===== config.mk =====
export PLATFORM = sky130hd
export DESIGN_NAME = poets_packet_router
export DESIGN_NICKNAME = d
export VERILOG_FILES = /design/src/rtl/poets_packet_router.sv
export SDC_FILE = /design/constraint.sdc
export NUM_CORES = 1
export LEC_CHECK = 0
export CORE_MARGIN = 5
export CORE_UTILIZATION = 43
export CTS_BUF_LIST = sky130_fd_sc_hd__clkbuf_16
export DETAILED_ROUTE_END_ITERATION = 6
export PLACE_DENSITY = 0.76
export SYNTH_ARGS = -nofsm -noshare
export SYNTH_HDL_FRONTEND = slang
export SYNTH_SLANG_ARGS = --single-unit

===== constraint.sdc =====
create_clock -name clk_clk -period 3.3 [get_ports clk_clk]
set_clock_uncertainty 0.15 [all_clocks]
set_input_delay 0.33 -clock clk_clk [delete_from_list [all_inputs] [get_ports clk_clk]]
set_output_delay 0.33 -clock clk_clk [all_outputs]
set_load 0.05 [all_outputs]

===== src/rtl/poets_packet_router.sv =====
// poets_packet_router
//   Single-input, two-output Avalon-ST packet router placed in front of the
//   NIOS node's stream_in port. The first beat of each packet carries the
//   destination in data[15:0]; packets addressed to NODE_ID go to local_*,
//   everything else goes to fwd_*. Beats that arrive outside a packet are
//   discarded. Three saturating counters expose per-path traffic for debug.
//
// Ports
//   clk_clk, reset_reset          clock, synchronous active-high reset
//   stream_in_*                   upstream Avalon-ST sink (ready is registered)
//   local_* / local_ready         Avalon-ST source towards the local node
//   fwd_*   / fwd_ready           Avalon-ST source towards the next hop
//   local_pkt_count               packets delivered locally (saturating)
//   fwd_pkt_count                 packets forwarded (saturating)
//   drop_count                    discarded beats / abandoned packets (saturating)
//
// FSM
//   state    | meaning
//   ST_IDLE  | between packets; head sop opens a packet, head !sop is dropped
//   ST_LOCAL | inside a packet routed to local_*
//   ST_FWD   | inside a packet routed to fwd_*

module poets_packet_router #(
    parameter logic [15:0] NODE_ID = 16'h0001,
    parameter int unsigned CNT_W   = 16
) (
    input  logic             clk_clk,
    input  logic             reset_reset,

    input  logic             stream_in_valid,
    input  logic [31:0]      stream_in_data,
    input  logic             stream_in_startofpacket,
    input  logic             stream_in_endofpacket,
    input  logic [1:0]       stream_in_empty,
    output logic             stream_in_ready,

    output logic             local_valid,
    output logic [31:0]      local_data,
    output logic             local_startofpacket,
    output logic             local_endofpacket,
    output logic [1:0]       local_empty,
    input  logic             local_ready,

    output logic             fwd_valid,
    output logic [31:0]      fwd_data,
    output logic             fwd_startofpacket,
    output logic             fwd_endofpacket,
    output logic [1:0]       fwd_empty,
    input  logic             fwd_ready,

    output logic [CNT_W-1:0] local_pkt_count,
    output logic [CNT_W-1:0] fwd_pkt_count,
    output logic [CNT_W-1:0] drop_count
);

    typedef enum logic [1:0] {
        ST_IDLE  = 2'd0,
        ST_LOCAL = 2'd1,
        ST_FWD   = 2'd2
    } state_t;

    // Buffer entry layout: {sop, eop, empty[1:0], data[31:0]}
    localparam int unsigned BW = 36;

    logic [BW-1:0]    buf0_q, buf0_d;   // head entry, drives both output buses
    logic [BW-1:0]    buf1_q, buf1_d;
    logic [1:0]       cnt_q, cnt_d;
    logic             ready_q, ready_d;
    state_t           state_q, state_d;
    logic [CNT_W-1:0] lcnt_q, lcnt_d;
    logic [CNT_W-1:0] fcnt_q, fcnt_d;
    logic [CNT_W-1:0] dcnt_q, dcnt_d;

    logic             head_valid;
    logic             head_sop;
    logic             head_eop;
    logic [1:0]       head_empty;
    logic [31:0]      head_data;
    logic             route_local;
    logic             drop_beat;
    logic             sel_valid;
    logic             push;
    logic             pop;
    logic [1:0]       cnt_pop;
    logic [BW-1:0]    in_beat;

    function automatic logic [CNT_W-1:0] sat_inc(input logic [CNT_W-1:0] v);
        return (&v) ? v : v + {{(CNT_W-1){1'b0}}, 1'b1};
    endfunction

    assign head_valid = (cnt_q != 2'd0);
    assign head_sop   = buf0_q[35];
    assign head_eop   = buf0_q[34];
    assign head_empty = buf0_q[33:32];
    assign head_data  = buf0_q[31:0];

    // A header beat picks its route from its own destination field, even
    // mid-packet, so a packet that lost its eop is replaced by the new one.
    assign route_local = head_sop ? (head_data[15:0] == NODE_ID)
                                  : (state_q == ST_LOCAL);
    assign drop_beat   = head_valid && !head_sop && (state_q == ST_IDLE);
    assign sel_valid   = head_valid && !drop_beat;

    assign local_valid = sel_valid &&  route_local;
    assign fwd_valid   = sel_valid && !route_local;

    assign push = stream_in_valid && ready_q;
    assign pop  = drop_beat || (local_valid && local_ready)
                            || (fwd_valid && fwd_ready);

    assign in_beat = {stream_in_startofpacket, stream_in_endofpacket,
                      stream_in_empty, stream_in_data};

    always_comb begin
        buf0_d  = buf0_q;
        buf1_d  = buf1_q;
        cnt_pop = cnt_q - {1'b0, pop};
        if (pop) begin
            buf0_d = buf1_q;
        end
        if (push) begin
            if (cnt_pop == 2'd0) begin
                buf0_d = in_beat;
            end else begin
                buf1_d = in_beat;
            end
        end
        cnt_d   = cnt_pop + {1'b0, push};
        // ready is a register, so it must already reflect this cycle's
        // push/pop; this keeps the two-entry buffer from ever overflowing.
        ready_d = (cnt_d != 2'd2);
    end

    always_comb begin
        state_d = state_q;
        lcnt_d  = lcnt_q;
        fcnt_d  = fcnt_q;
        dcnt_d  = dcnt_q;
        if (drop_beat) begin
            dcnt_d = sat_inc(dcnt_q);
        end else if (pop) begin
            if (head_sop && (state_q != ST_IDLE)) begin
                dcnt_d = sat_inc(dcnt_q);
            end
            if (head_eop) begin
                state_d = ST_IDLE;
                if (route_local) begin
                    lcnt_d = sat_inc(lcnt_q);
                end else begin
                    fcnt_d = sat_inc(fcnt_q);
                end
            end else begin
                state_d = route_local ? ST_LOCAL : ST_FWD;
            end
        end
    end

    always_ff @(posedge clk_clk) begin
        if (reset_reset) begin
            buf0_q  <= '0;
            buf1_q  <= '0;
            cnt_q   <= 2'd0;
            ready_q <= 1'b0;
            state_q <= ST_IDLE;
            lcnt_q  <= '0;
            fcnt_q  <= '0;
            dcnt_q  <= '0;
        end else begin
            buf0_q  <= buf0_d;
            buf1_q  <= buf1_d;
            cnt_q   <= cnt_d;
            ready_q <= ready_d;
            state_q <= state_d;
            lcnt_q  <= lcnt_d;
            fcnt_q  <= fcnt_d;
            dcnt_q  <= dcnt_d;
        end
    end

    assign stream_in_ready     = ready_q;

    assign local_data          = head_data;
    assign local_startofpacket = head_sop;
    assign local_endofpacket   = head_eop;
    assign local_empty         = head_empty;

    assign fwd_data            = head_data;
    assign fwd_startofpacket   = head_sop;
    assign fwd_endofpacket     = head_eop;
    assign fwd_empty           = head_empty;

    assign local_pkt_count     = lcnt_q;
    assign fwd_pkt_count       = fcnt_q;
    assign drop_count          = dcnt_q;

endmodule


==> metrics, run 1 <==
register bit count reported by yosys=between 100 and 150; clock sinks=125; Mapped Cells=680; Post-synth EDFFs=0; Die X=126 um; top_reg_cell synth=dfxtp_1; largest family of logic cells by synthesized area=simple AND/OR/NAND/NOR gates; Psw=2.43 mW; std cell rows=42; Comb pwr share=40.2%; Worst Setup Start Kind=register; # H-tree levels=4; Overflow after GRT=0; FFs w/ async S/R, synth=0%; total leakage power=2.67 nW; period utilization=91.4%; Slew @ Worst Pin=773 ps; Hold Crit Start=buf1_q[28]; Iter 0 DRT Violations=between 300 and 400; Max stage delay on crit path=870 ps; Clock Power Share=roughly 28%; status=finished clean; Fmax=0.331 GHz; sequential share of power=31.6%; routability cong.=0.790; ordered cell list for the critical path=or3_1, o21ai_0, nor3_1, clkdlybuf4s50_1; crit end category=output port; Starting Density=about 44%; HPWL after DPL=9730 um; initial antenna violation count=0; Final Setup Violations=0; IO Port Bufs=163; Final Hold Fails=0; Mapped Area=5810 um^2; clock latency at the later pin of the worst-skew pair=420 ps; fin cells=988; storage element area=2500 um^2; Via Count=between 5,000 and 6,000; Relative slew margins=48.5%; Slew Limit Fails=0; max-cap violation count=0; post-synthesis compound-gate area fraction=11.2%; part of the Yosys area used for sequential elements=43.1%; design area=7850 um^2; Netlist cell types=53; Hold Path Class=reg2reg; area of the core=13,200 um^2; vias in the first global route=between 4,000 and 5,000; Multi-input gate area=roughly 2800 um^2; Syn. warnings=0; Crit-path slowest cell=clkdlybuf4s50_1; Die H=126 um; Synth Area in Simple Gates=24.5%; RR Startpoint=buf0_q[4]; Syn Nets=726; antenna fix cells=0; XOR/XNOR Fraction of Synth Area=4.37%; CTS max path bufs=2; min cycle time layout=3020 ps; Syn Area/Cell=8.54 um^2; arrival time at the worst endpoint=2540 ps; Post-Route WL=14,900 um; Post-DRT Antenna Nets=0; placed insts=956; Via-to-Cell Ratio=5.21; Post-DP Area=7300 um^2; VDD IR-drop max=about 0.00047 V; die area=15,900 um^2; PD cells=777 nW/um^2; crit path from=buf0_q[12]; Area growth syn-to-layout=35.2%; unrepaired setup endpoints after global routing=false; share of cells above drive strength 1=7.39%; Total Routing Usage GR=18.7%; DR DRC count=0; global-route wire length before repair=around 25,000 um; Worst-path clk slew=50 ps; post-synthesis adder-cell area fraction=1.08%; NumNets Final=847; TritonCTS buffer count=17; Fill cells=1,192; Sw Ratio=39.9%; mux share of post-synthesis cell area=7.33%; routed len/inst=15.1 um; kind of critical path=reg2out; IO Pins=164; CP required=~2800 ps; CTS tree=yes; Initial DRT Pass Iterations=5; peak fanout along the critical path=6; internal power=3.67 mW; hold-fix buffers at CTS=0; CTS Root Cell=clkbuf_16; largest net degree at the start of global routing=71
==> kinds of logic after synthesis <==
logic type                 after synthesis
buffers and inverters                   80
muxes                                   42
xor gates and xnor gates                29
DFF                                    125
adders and majority gates                5
and+or+nand+nor                        284
AOI/OAI and AO/OA                      115
==> cells in the final DEF, fill, tap and decap left out, types with 4 or more instances in the layout <==
master,n
buf_4,8
dfxtp_1,123
xnor2_1,27
nor2_1,46
or4_1,5
nand2_1,126
nand3_1,23
clkbuf_16,17
or3_1,9
nor4_2,8
inv_1,10
and3_1,4
o31ai_1,5
nor4_1,6
ha_1,5
nor2b_1,5
o21ai_1,44
clkinv_1,6
nor3_1,17
mux2i_1,38
nand4_1,8
and4_1,5
o21ai_0,5
clkdlybuf4s50_1,161
a21oi_1,51
mux2_1,4
==> layer usage <==
| metal | track usage [%] | part of all wire, % | vias to the layer above |
|---|---|---|---|
| li1 | - | - | 2548 |
| met1 | 24.0 | 44 | 2390 |
| met2 | 30.0 | 47 | 194 |
| met3 | 6.10 | 7.9 | 18 |
| met4 | 5.99 | 1.1 | 0 |
| met5 | 0 | 0 | - |
==> flip-flops by register name (all words and copies together) (netlist names) <==
signal           count
buf0_q              36
buf1_q              36
cnt_q                2
drop_count          16
fwd_pkt_count       16
local_pkt_count     16
state_q              2
stream_in_ready      1
==> cell usage after synthesis, types with 9 or more instances <==
library cell | instances | area share (%)
dfxtp_1 | 125 | 43
a21oi_1 | 51 | 4.4
buf_4 | 37 | 4.8
xnor2_1 | 27 | 4.1
inv_1 | 9 | 0.58
mux2i_1 | 38 | 6.6
nor2_1 | 47 | 3.0
nor3_1 | 17 | 1.5
nand3_1 | 23 | 2.0
clkbuf_1 | 23 | 1.5
or3_1 | 9 | 0.97
nand2_1 | 126 | 8.1
o21ai_1 | 44 | 3.8
==> worst paths after layout <==
| kind | end | depth (start not counted) | slack [ps] |
|---|---|---|---|
| worst min register to register | buf1_q[28] | 2 | 300 |
| worst max register to register | buf1_q[12] | 11 | 330 |
| worst min-delay path | buf1_q[28] | 2 | 300 |
| worst max-delay path | fwd_valid | 4 | 280 |
==> per-stage QoR <==
step	util [%]	power, mW	setup TNS, ps	hold WS [ps]	setup slack [ps]
6_report	59.3	6.10	0	303	283
5_1_grt	59.3	6.39	0	327	96.6
2_1_floorplan	-	3.87	-875	286	-29.2
3_5_place_dp	55.1	4.43	0	296	226
4_1_cts	59.1	6.15	0	303	17.1
3_3_place_gp	55.1	4.41	0	292	312
==> power by group through the flow <==
stage | clock network, mW | logic [mW] | registers [mW]
6_report | 1.72 | 2.45 | 1.93
5_1_grt | 1.81 | 2.62 | 1.97
4_1_cts | 1.75 | 2.47 | 1.93
3_5_place_dp | 0 | 2.47 | 1.96
3_3_place_gp | 0 | 2.46 | 1.95
2_1_floorplan | 0 | 1.56 | 2.31
==> final cells by class <==
type | instances | share of cell area, %
flip-flops and latches | 125 | 31.9
repair buffers | 173 | 22.2
multi-input cells | 475 | 35.8
clock inverters | 13 | 1.39
clock buffers | 17 | 5.42
well taps | 176 | 2.81
inverters | 9 | 0.430
==> what timing repair did <==
action                     CTS  global route
setup endpoints to repair    0             3
setup buffers                0             2
resized for setup            0             1
==> worst max-delay path: cells and delay by family (launching register included) <==
kind / cells / cell delay (ps)
flops: 1 / 390
simple gates: 2 / 660
compound gates: 1 / 190
buf+inv: 1 / 870
(Power assumes the default switching activity.)
==> run 2, diff against run 1 <==
- MAX_ROUTING_LAYER: default -> met4
==> run 2 against run 1 <==
Compared with the run above: fmax rose by 0.77%; clock-buffer cell count did not move; routed wire length shrank 0.18%; first-iteration DRC count is 18% higher; critical endpoint unchanged; final cell count unchanged; highest routed layer unchanged; largest power group unchanged; sequential share of layout area unchanged; via count is 0.37% higher; combinational power barely moved; sequential power about the same; hold slack got worse by 1.1 ps.
==> metrics, run 2 (same netlist as run 1, synthesis figures left out) <==
Post-Route WL=14,900 um (-0.18%); Area growth syn-to-layout=35.2% (unchanged); IO Port Bufs=163 (unchanged); Die X=126 um (unchanged); CTS max path bufs=2 (unchanged); arrival time at the worst endpoint=2510 ps (-30 ps); commonest cells after routing, fill and taps aside=161 x clkdlybuf4s50_1, 126 x nand2_1, 123 x dfxtp_1; area of the core=13,200 um^2 (unchanged); CP required=2820 ps (about the same); max-cap violation count=0 (unchanged); Crit-path slowest cell=clkdlybuf4s50_1; leading cell type in the layout, fill and taps excluded=clkdlybuf4s50_1; Worst-path clk slew=50 ps (about the same); status=finished clean; Levels on crit path=5 (+1); Largest regs=buf0_q x36, buf1_q x36; routability cong.=0.802 (+1.4%); antenna fix cells=0 (unchanged); design area=7850 um^2 (unchanged); Overflow after GRT=0 (unchanged); total leakage power=2.67 nW (unchanged); Initial DRT Pass Iterations=5 (unchanged); IO Pins=164 (unchanged); WP buf/inv=1 (unchanged); Worst Hold Depth=2 (unchanged); Die H=126 um (unchanged); crit end category=output port; PD cells=777 nW/um^2 (about the same); crit-path leading delay family=buffers and inverters; Relative slew margins=48.9% (+0.42 points); initial antenna violation count=0 (unchanged); Slew Limit Fails=0 (unchanged); Slew @ Worst Pin=767 ps (-6.25 ps); period utilization=90.7% (-0.70 points); Post-DP Area=7300 um^2 (unchanged); DR DRC count=0 (unchanged); clock latency at the later pin of the worst-skew pair=420 ps (about the same); clock sinks=125 (unchanged); routed len/inst=15.0 um (-0.18%); HPWL after DPL=9730 um (unchanged); # H-tree levels=4 (unchanged); kind of critical path=reg2out; peak fanout along the critical path=4 (-2); placed insts=956 (unchanged); Final Hold Fails=0 (unchanged); Fmax=0.334 GHz (+0.77%); CTS Root Cell=clkbuf_16; Total Routing Usage GR=19.3% (+0.61 points); VDD IR-drop max=0.000468 V (about the same); Starting Density=43.8% (unchanged); hold-fix buffers at CTS=0 (unchanged); vias in the first global route=4,965 (-0.10%); ordered cell list for the critical path=and4bb_2, nand4_2, o21ai_0, nor3_1, clkdlybuf4s50_1; Max stage delay on crit path=870 ps (about the same); largest net degree at the start of global routing=71 (unchanged); Final Setup Violations=0 (unchanged); TritonCTS buffer count=17 (unchanged); global-route wire length before repair=24,700 um (unchanged); R2R depth=11 (unchanged); Via Count=5,169 (+0.37%); CTS tree=yes; Via-to-Cell Ratio=5.23 (+0.37%); fin cells=988 (unchanged); min cycle time layout=2990 ps (-23.2 ps); std cell rows=42 (unchanged); Iter 0 DRT Violations=456 (+18%); Hold Path Class=reg2reg; NumNets Final=847 (unchanged); unrepaired setup endpoints after global routing=false; Post-DRT Antenna Nets=0 (unchanged); Fill cells=1,192 (unchanged); Worst Setup Start Kind=register; share of cells above drive strength 1=7.39% (unchanged); die area=15,900 um^2 (unchanged); R2R setup slack=330 ps (about the same)
==> run 2: cell counts in the layout (fill, tap and decap cells not counted) <==
No cell type changed its count.
==> run 2: power breakdown <==
| group | internal, mW | switching, mW | total (mW) |
|---|---|---|---|
| sequential | 1.74 | 0.191 | 1.93 |
| combinational | 0.852 | 1.60 | 2.45 |
| clock | 1.08 | 0.641 | 1.72 |
| total | 3.67 | 2.43 | 6.10 |
==> run 2: final cells by class <==
cell class / count / area, um^2 / area share [%]
Sequential cell: 125 / 2500 / 31.9
Clock buffer: 17 / 425 / 5.42
Multi-Input combinational cell: 475 / 2810 / 35.8
Tap cell: 176 / 220 / 2.81
Timing Repair Buffer: 173 / 1740 / 22.2
Clock inverter: 13 / 109 / 1.39
Inverter: 9 / 33.8 / 0.430
==> run 2: path summary, 6_finish.rpt <==
kind           endpoint       start
max reg2reg  buf1_q[12]   buf0_q[4]
max           fwd_valid   buf0_q[1]
min          buf1_q[20]  buf1_q[20]
min reg2reg  buf1_q[20]  buf1_q[20]
==> run 2: metal layers <==
| metal | track usage [%] | up-vias | wire [um] |
|---|---|---|---|
| li1 | - | 2546 | - |
| met1 | 24.4 | 2414 | 6560 |
| met2 | 30.0 | 185 | 7050 |
| met3 | 5.84 | 24 | 1050 |
| met4 | 5.80 | 0 | 195 |
| met5 | - | - | 0 |
==> run 2: timing repair <==
item | in CTS | in global routing
gates resized for setup | 0 | 1
endpoints found under the hold margin | 0 | 0
buffers inserted | 0 | 2
endpoints found under the setup margin | 0 | 3
==> run 2: stage by stage <==
| stage | power (mW) | util, % | setup TNS, ps | worst slack, ps | hold slack [ps] |
|---|---|---|---|---|---|
| after detailed placement | 4.43 | 55.1 | 0 | 226 | 296 |
| after floorplan | 3.87 | - | -875 | -29.2 | 286 |
| after CTS | 6.15 | 59.1 | 0 | 17.1 | 303 |
| after global placement | 4.41 | 55.1 | 0 | 312 | 292 |
| final | 6.10 | 59.3 | 0 | 306 | 302 |
| after global routing | 6.40 | 59.3 | 0 | 96.4 | 327 |
==> run 2: worst min-delay path, delay by kind of cell, from the launching register on <==
kind	cells	cell delay [ps]
DFF	1	300
and+or+nand+nor	1	50
AOI/OAI and AO/OA	1	50
==> run 3, diff against run 2 <==
- CORE_UTILIZATION: 43 -> 50
- CTS_CLUSTER_SIZE: default -> 16
- PLACE_DENSITY: 0.76 -> 0.83
- clock period: 3.3 -> 3.57 ns (I/O delays scaled with it)
==> run 3 against run 2 <==
Compared with the run above: die area fell by 13%; highest routed layer unchanged; register-to-register slack improved by 40 ps; non-clock buffer count fell by 3; first-iteration DRC count fell by 6.8%; via count rose by 1.7%; hold slack got worse by 220 ps; sequential share of layout area rose by 0.26 points; combinational power fell by 8.2%.
==> metrics, run 3 (same netlist as run 1, synthesis figures left out) <==
Clock Power Share=29.2% (+1.1 points); HPWL after DPL=10,300 um (+5.6%); fin cells=954 (-3.4%); Slew Limit Fails=0 (unchanged); Via Count=5,259 (+1.7%); Placement Setup Slack=413 ps (+188 ps); std cell rows=39 (-7.1%); crit-path leading delay family=buffers and inverters; Largest regs=buf0_q x36, buf1_q x36; min cycle time layout=3330 ps; Fill cells=920 (-23%); Initial DRT Pass Iterations=6 (+1); Worst Setup Start Kind=register; sequential share of power=31.3% (-0.4 points); NumNets Final=844 (-0.35%); PD cells=734 nW/um^2 (-5.6%); VDD IR-drop max=0.000421 V (-10%); Sw Ratio=41.4% (+1.5 points); Post-DP Area=7210 um^2 (-1.3%); unrepaired setup endpoints after global routing=false; commonest cells after routing, fill and taps aside=162 x clkdlybuf4s50_1, 126 x nand2_1, 125 x dfxtp_1; CTS max path bufs=2 (unchanged); share of cells above drive strength 1=7.89% (+0.50 points); Die X=118 um (-6.7%); IO Pins=164 (unchanged); die area=13,900 um^2 (-13%); Overflow after GRT=0 (unchanged); Final Setup Violations=0 (unchanged); arrival time at the worst endpoint=2830 ps (+320 ps); Hold Path Class=in2reg; status=finished clean; Slew @ Worst Pin=684 ps (-82.9 ps); area of the core=11,400 um^2 (-14%); Final Hold Fails=0 (unchanged); Multi-input gate area=2810 um^2 (unchanged); kind of critical path=reg2out; Crit-path slowest cell=clkdlybuf4s50_1; period utilization=93.4%; initial antenna violation count=0 (unchanged); Total Routing Usage GR=21.9% (+2.6 points); CP required=3060 ps (+240 ps); storage element area=2500 um^2 (about the same); Die H=118 um (-6.7%); Final WS setup=237 ps (-69.7 ps); Area growth syn-to-layout=34.0%; leading cell type in the layout, fill and taps excluded=clkdlybuf4s50_1; IO Port Bufs=163 (unchanged); antenna fix cells=0 (unchanged); fin util=68.1% (+8.9 points); routability cong.=0.894 (+12%); Post-Route WL=15,200 um (+2.0%); global-route wire length before repair=25,400 um (+2.6%); clock latency at the later pin of the worst-skew pair=410 ps (about the same); DR DRC count=0 (unchanged); vias in the first global route=5,293 (+6.6%); Psw=2.36 mW (-2.9%); CTS Root Cell=clkbuf_16; # H-tree levels=4 (unchanged); Relative slew margins=54.4% (+5.5 points); Post-DRT Antenna Nets=0 (unchanged); peak fanout along the critical path=16 (+12); crit end category=output port; setup_tns=0 ps (unchanged); Max stage delay on crit path=830 ps (-40 ps); Worst-path clk slew=50 ps (about the same); ordered cell list for the critical path=and4bb_2, nand4_2, o21a_4, nor2_1, clkdlybuf4s50_1; Comb pwr share=39.4% (-0.8 points); PostCTS Resize Cnt=0 (unchanged); postcts setup bufs=0 (unchanged); WP buf/inv=1 (unchanged); design area=7780 um^2 (-0.89%); total leakage power=2.64 nW (-1.2%); TritonCTS buffer count=17 (unchanged); placed insts=922 (-3.6%); clock sinks=125 (unchanged); routed len/inst=15.9 um (+5.6%); Fmax=around 0.30 GHz; internal power=3.35 mW (-8.7%); Iter 0 DRT Violations=425 (-6.8%); hold-fix buffers at CTS=0 (unchanged); max-cap violation count=0 (unchanged); Starting Density=50.9% (+7.0 points); Via-to-Cell Ratio=5.51 (+5.4%); largest net degree at the start of global routing=52 (-27%); CTS tree=yes
-- run 3: power groups by stage --
stage               Combinational, mW  Clock, mW  Sequential [mW]
floorplan                        1.44          0             2.13
global placement                 2.21          0             1.80
detailed placement               2.25          0             1.81
CTS                              2.26       1.69             1.79
global route                     2.40       1.76             1.82
finish                           2.25       1.67             1.79
-- run 3: worst paths after layout --
check                    from     endpoint  slack (ps)  cells past startpoint
setup reg to reg   buf0_q[35]   buf0_q[14]         370                     11
setup / recovery   buf0_q[35]  local_valid         240                      5
hold reg to reg     buf1_q[3]    buf1_q[3]         310                      2
hold / removal    reset_reset   buf1_q[34]          80                      2
-- run 3: cell type report --
| class | instances | share of cell area (%) |
|---|---|---|
| inverters | 9 | 0.434 |
| clock inverters | 15 | 1.90 |
| repair buffers | 170 | 21.6 |
| multi-input cells | 475 | 36.2 |
| clock buffers | 17 | 5.47 |
| well taps | 143 | 2.30 |
| flip-flops and latches | 125 | 32.2 |
-- run 3: metrics by stage --
| step | hold WS, ps | power (mW) |
|---|---|---|
| floorplan | 286 | 3.58 |
| global route | 81.7 | 5.98 |
| global placement | 291 | 4.02 |
| CTS | 65.4 | 5.75 |
| finish | 78.7 | 5.71 |
| detailed placement | 297 | 4.07 |
-- run 3: metal layers --
layer  global-route usage [%]  up-vias  routed length, um
met2                     34.9      193               7340
met5                        -        -                  0
met1                     27.6     2513               6680
met4                     4.95        0                102
li1                         -     2544                  -
met3                     6.73        9               1030
==> RTL change 1: new RTL, config.mk and constraints of run 2 <==
Encoding of `state_t`: now one-hot (3 bits for 3 states).
--- a/src/rtl/poets_packet_router.sv
+++ b/src/rtl/poets_packet_router.sv
@@ -53,10 +53,10 @@
     output logic [CNT_W-1:0] drop_count
 );
 
-    typedef enum logic [1:0] {
-        ST_IDLE  = 2'd0,
-        ST_LOCAL = 2'd1,
-        ST_FWD   = 2'd2
+    typedef enum logic [2:0] {
+        ST_IDLE  = 3'b001,
+        ST_LOCAL = 3'b010,
+        ST_FWD   = 3'b100
     } state_t;
 
     // Buffer entry layout: {sop, eop, empty[1:0], data[31:0]}
Formal check against the unedited RTL: same outputs for any inputs over 4 cycles, from zero or initial values and one cycle with reset_reset high; so few cycles prove little.
==> RTL change 1 against run 2 <==
Area after synthesis fell by 0.95%. Fmax fell by 7.4%. Final area rose by 0.65%. Via count rose by 0.31%. Worst setup slack got worse by 240 ps. Sequential cell count rose by 1. Count of clock-buffer cells in the layout did not move. Wire length barely moved. Total power rose by 3.3%. Largest power group unchanged.
==> RTL change 1: results (changes against run 2) <==
Slew of the pin with the lowest slew margin - 783.8 ps (+16.83 ps)
GRT Resource Usage Total - 0.1923 (-0.0009229)
Crit path max fanout - 4 (unchanged)
Root cell of the clock tree - clkbuf_16
Routed length per placed instance - 14.87 microns (-1.1%)
CTS Buf Count - 17 (unchanged)
Post-synthesis sequential area ratio - 0.4385 (+0.007605)
Yosys warns - 0 (unchanged)
Setup Fix Bufs, Post-CTS - 0 (unchanged)
Largest registers - buf0_q: 36 flops, buf1_q: 36 flops
CTS clock-pin slew for the worst setup and hold paths - 50 ps (about the same)
Largest net degree at the start of global routing - 41 (-42%)
Pleak - 2.886 nW (+7.9%)
Vias in the first global route - 4934 (-0.62%)
Post-cts resize count - 0 (unchanged)
Final HPWL DP - 10250 microns (+5.3%)
DRT Pass-1 Iters - 5 (unchanged)
Pre-CTS WS - 296.9 ps (+71.08 ps)
Layout Cells excl Fill - 999 (+1.1%)
Layout cells sized above 1 - 0.07290 (-0.0009876)
Antenna violations before repair - 0 (unchanged)
Most used DFF post-synth - dfxtp_1
Data arrival time of the critical path - 2750 ps (+240 ps)
Synth cell count leaders - 128 x nand2_1, 126 x dfxtp_1, 63 x a21oi_1
Int Pwr - 0.003872 W (+5.6%)
N_diodes - 0 (unchanged)
GP Congestion - 0.8125 (+1.4%)
CTS max path bufs - 2 (unchanged)
Hold crit path type - input pin to flop
Maximum vdd drop - 0.5107 mV (+9.1%)
Hold-fix buffers, CTS - 0 (unchanged)
Latest clock arrival within the worst-skew pair - 410 ps
Initial DRC Count - 421 (-7.7%)
Async SR Flop Fraction - 0 (unchanged)
Yosys cell types - 53 (unchanged)
Mapped Nets - 730 (+0.55%)
CTS H-Tree Depth - 4 (unchanged)
Placed cell count - 969 (+1.4%)
Setup violators final - 0 (unchanged)
Most numerous cell in the Yosys netlist - nand2_1
First-pass GRT wire length - 24350 microns (-1.6%)
Status - complete, no violations
Top cells by area, synth - dfxtp_1 44%, nand2_1 8.4%, mux2i_1 6.8%
Syn_area_per_cell - 8.409 sq um (-1.5%)
Nets - 858 (+1.3%)
Routed vias/inst - 5.190 (-0.79%)
Port buffer count - 163 (unchanged)
RTL change 1: worst max-delay path: stages (launching register included):
cell,delay (ps)
dfxtp_1,330
nor4_1,500
and3_2,300
a21oi_1,140
nor2_1,220
clkdlybuf4s50_1,850
RTL change 1: layout make-up:
type,instances,area (sq um)
tap,176,220.2
clock buffer,17,425.4
sequential,126,2522
multi-input combinational,478,2774
fill,1188,5289
inverter,12,45.04
timing repair buffer,177,1757
clock inverter,13,157.7
RTL change 1: power groups by stage:
stage               Clock [W]  Sequential (W)  Combinational [W]
floorplan                   0         0.00229            0.00150
global placement            0         0.00196            0.00249
detailed placement          0         0.00197            0.00251
CTS                   0.00190         0.00194            0.00252
global route          0.00197         0.00197            0.00266
finish                0.00187         0.00194            0.00250
RTL change 1: worst paths after layout:
kind | startpoint | endpoint | slack, ps | cells past startpoint
hold reg to reg | buf1_q[24] | buf1_q[24] | 300 | 2
hold / removal | reset_reset | cnt_q[1] | 150 | 2
setup / recovery | buf0_q[8] | local_valid | 70 | 5
setup reg to reg | buf0_q[8] | buf0_q[10] | 280 | 11
RTL change 1: logic make-up after synthesis:
logic type | Yosys count | synth area share
AND/OR/NAND/NOR | 274 | 0.2288
AO/OA/AOI/OAI | 135 | 0.1333
flip-flops | 126 | 0.4385
buffers and inverters | 80 | 0.08157
multiplexers | 41 | 0.07178
XOR/XNOR | 23 | 0.03502
adder cells (fa/ha/maj) | 5 | 0.01088
RTL change 1: per-layer routing:
| layer | part of all wire | GRT usage | wire length [microns] |
|---|---|---|---|
| met2 | 0.46 | 0.2989 | 6890 |
| met3 | 0.056 | 0.04149 | 831 |
| met4 | 0.018 | 0.06760 | 273 |
| met5 | 0 | - | 0 |
| met1 | 0.46 | 0.2485 | 6862 |
RTL change 1: stage by stage:
| stage | instance area [sq um] | hold slack [ps] |
|---|---|---|
| 2_1_floorplan | 5758 | 285.7 |
| 3_3_place_gp | 7318 | 292.4 |
| 3_5_place_dp | 7318 | 296.0 |
| 4_1_cts | 7901 | 131.5 |
| 5_1_grt | 7901 | 162.5 |
| 6_report | 7901 | 149.3 |
==> RTL change 2: new RTL, config.mk and constraints of run 2 <==
Made on the original files. `CNT_W`: 16 -> 32.
--- a/src/rtl/poets_packet_router.sv
+++ b/src/rtl/poets_packet_router.sv
@@ -22,7 +22,7 @@
 
 module poets_packet_router #(
     parameter logic [15:0] NODE_ID = 16'h0001,
-    parameter int unsigned CNT_W   = 16
+    parameter int unsigned CNT_W   = 32
 ) (
     input  logic             clk_clk,
     input  logic             reset_reset,
Ports: changed (resized drop_count, fwd_pkt_count and local_pkt_count); port bits go from 164 to 212. No check against the original RTL was run, so the function may have changed too.
==> RTL change 2 against run 2 <==
Worst setup slack worse by 150 ps. Area after synthesis rose by 40%. Global-route usage rose by 1.7 points. Critical endpoint is now local_valid. Sequential cell count increased by 48. Wire length grew 51%. Largest cell class unchanged. Clock power is 9% higher. Hold slack got worse by 44 ps. Synthesized cell count grew 46%. Die area grew 37%. Total power is 11% higher. Final area is 38% higher.
==> RTL change 2: results (changes against run 2) <==
Data arrival time of the critical path - 2660 ps (+150 ps)
Final HPWL DP - 15900 microns (+63%)
Post-route clock period utilization - 0.9513 (+0.04411)
M1 WL - 9964 microns (+52%)
Hold crit path type - input pin to flop
Maximum vdd drop - 0.4239 mV (-9.5%)
Routed length per placed instance - 16.04 microns (+6.7%)
Sw Ratio - 0.3846 (-0.01423)
Hold Path End - local_pkt_count[20]
Layout Cells excl Fill - 1401 (+42%)
Clk pwr share - 0.279 (-0.002)
Largest net degree at the start of global routing - 54 (-24%)
First-pass GRT wire length - 36970 microns (+49%)
Min-delay src - reset_reset
Port buffer count - 211 (+29%)
Pleak - 3.679 nW (+38%)
Status - complete, no violations
GRT met3 Usage - 0.04690 (-0.01152)
Post-cts resize count - 0 (unchanged)
Yosys cell types - 47 (-11%)
Xor/xnor share of the synthesized area - 0.03549 (-0.008251)
Reg-to-reg slack, setup - 300 ps (-30 ps)
Top cells by area, synth - dfxtp_1 43%, nand2_1 6.5%, a21oi_1 6.0%
Post-synthesis mux area share - 0.05208 (-0.02118)
Nets - 1201 (+42%)
Layout cells sized above 1 - 0.06941 (-0.004483)
Mapped Nets - 1039 (+43%)
Met2 GRT Util - 0.3253 (+0.02577)
Synth Area in Compound Gates - 0.1466 (+0.03495)
Pre-CTS WS - 168.3 ps (-57.46 ps)
Post-synthesis sequential area ratio - 0.4253 (-0.005684)
Vias in the first global route - 7180 (+45%)
Cell area after placement - 10250 sq um (+40%)
Crit Reg-Reg Endpoint - buf0_q[3]
Syn_area_per_cell - 8.201 sq um (-4.0%)
Worst reg2reg startpoint - buf0_q[1]
Top power group - sequential cells
Synth cell count leaders - 173 x dfxtp_1, 142 x nand2_1, 98 x a21oi_1
GP Congestion - 0.9063 (+13%)
Slew HR - 0.4614 (-0.02724)
DR WL met2 - 10600 microns (+50%)
Worst setup endpoint - local_valid
RTL change 2: cell types whose count changed in the layout (fill, tap and decap cells not counted), sizes merged, moves of 13 or more:
cell,change
a21oi,+47
and3,+16
o31ai,+14
or3,+35
xor2,+30
or4,+13
clkdlybuf4s50,+49
nand2,+16
nand4,+28
dfxtp,+48
o21ai,+32
xnor2,-26
nand3,+25
RTL change 2: worst max-delay path, stage by stage (launching register included):
cell and delay (ps):
dfxtp_2 340, nor4_1 340, and3_1 360, nand2_1 120, a21oi_1 240, clkdlybuf4s50_1 850
RTL change 2: area by class of cell:
cell class | instances | area [sq um] | share of cell area
clock inverter | 14 | 122.6 | 0.01135
timing repair buffer | 232 | 2292 | 0.2122
multi-input combinational | 720 | 4144 | 0.3836
clock buffer | 17 | 425.4 | 0.03938
tap | 234 | 292.8 | 0.02711
sequential | 173 | 3483 | 0.3225
inverter | 11 | 41.29 | 0.003823
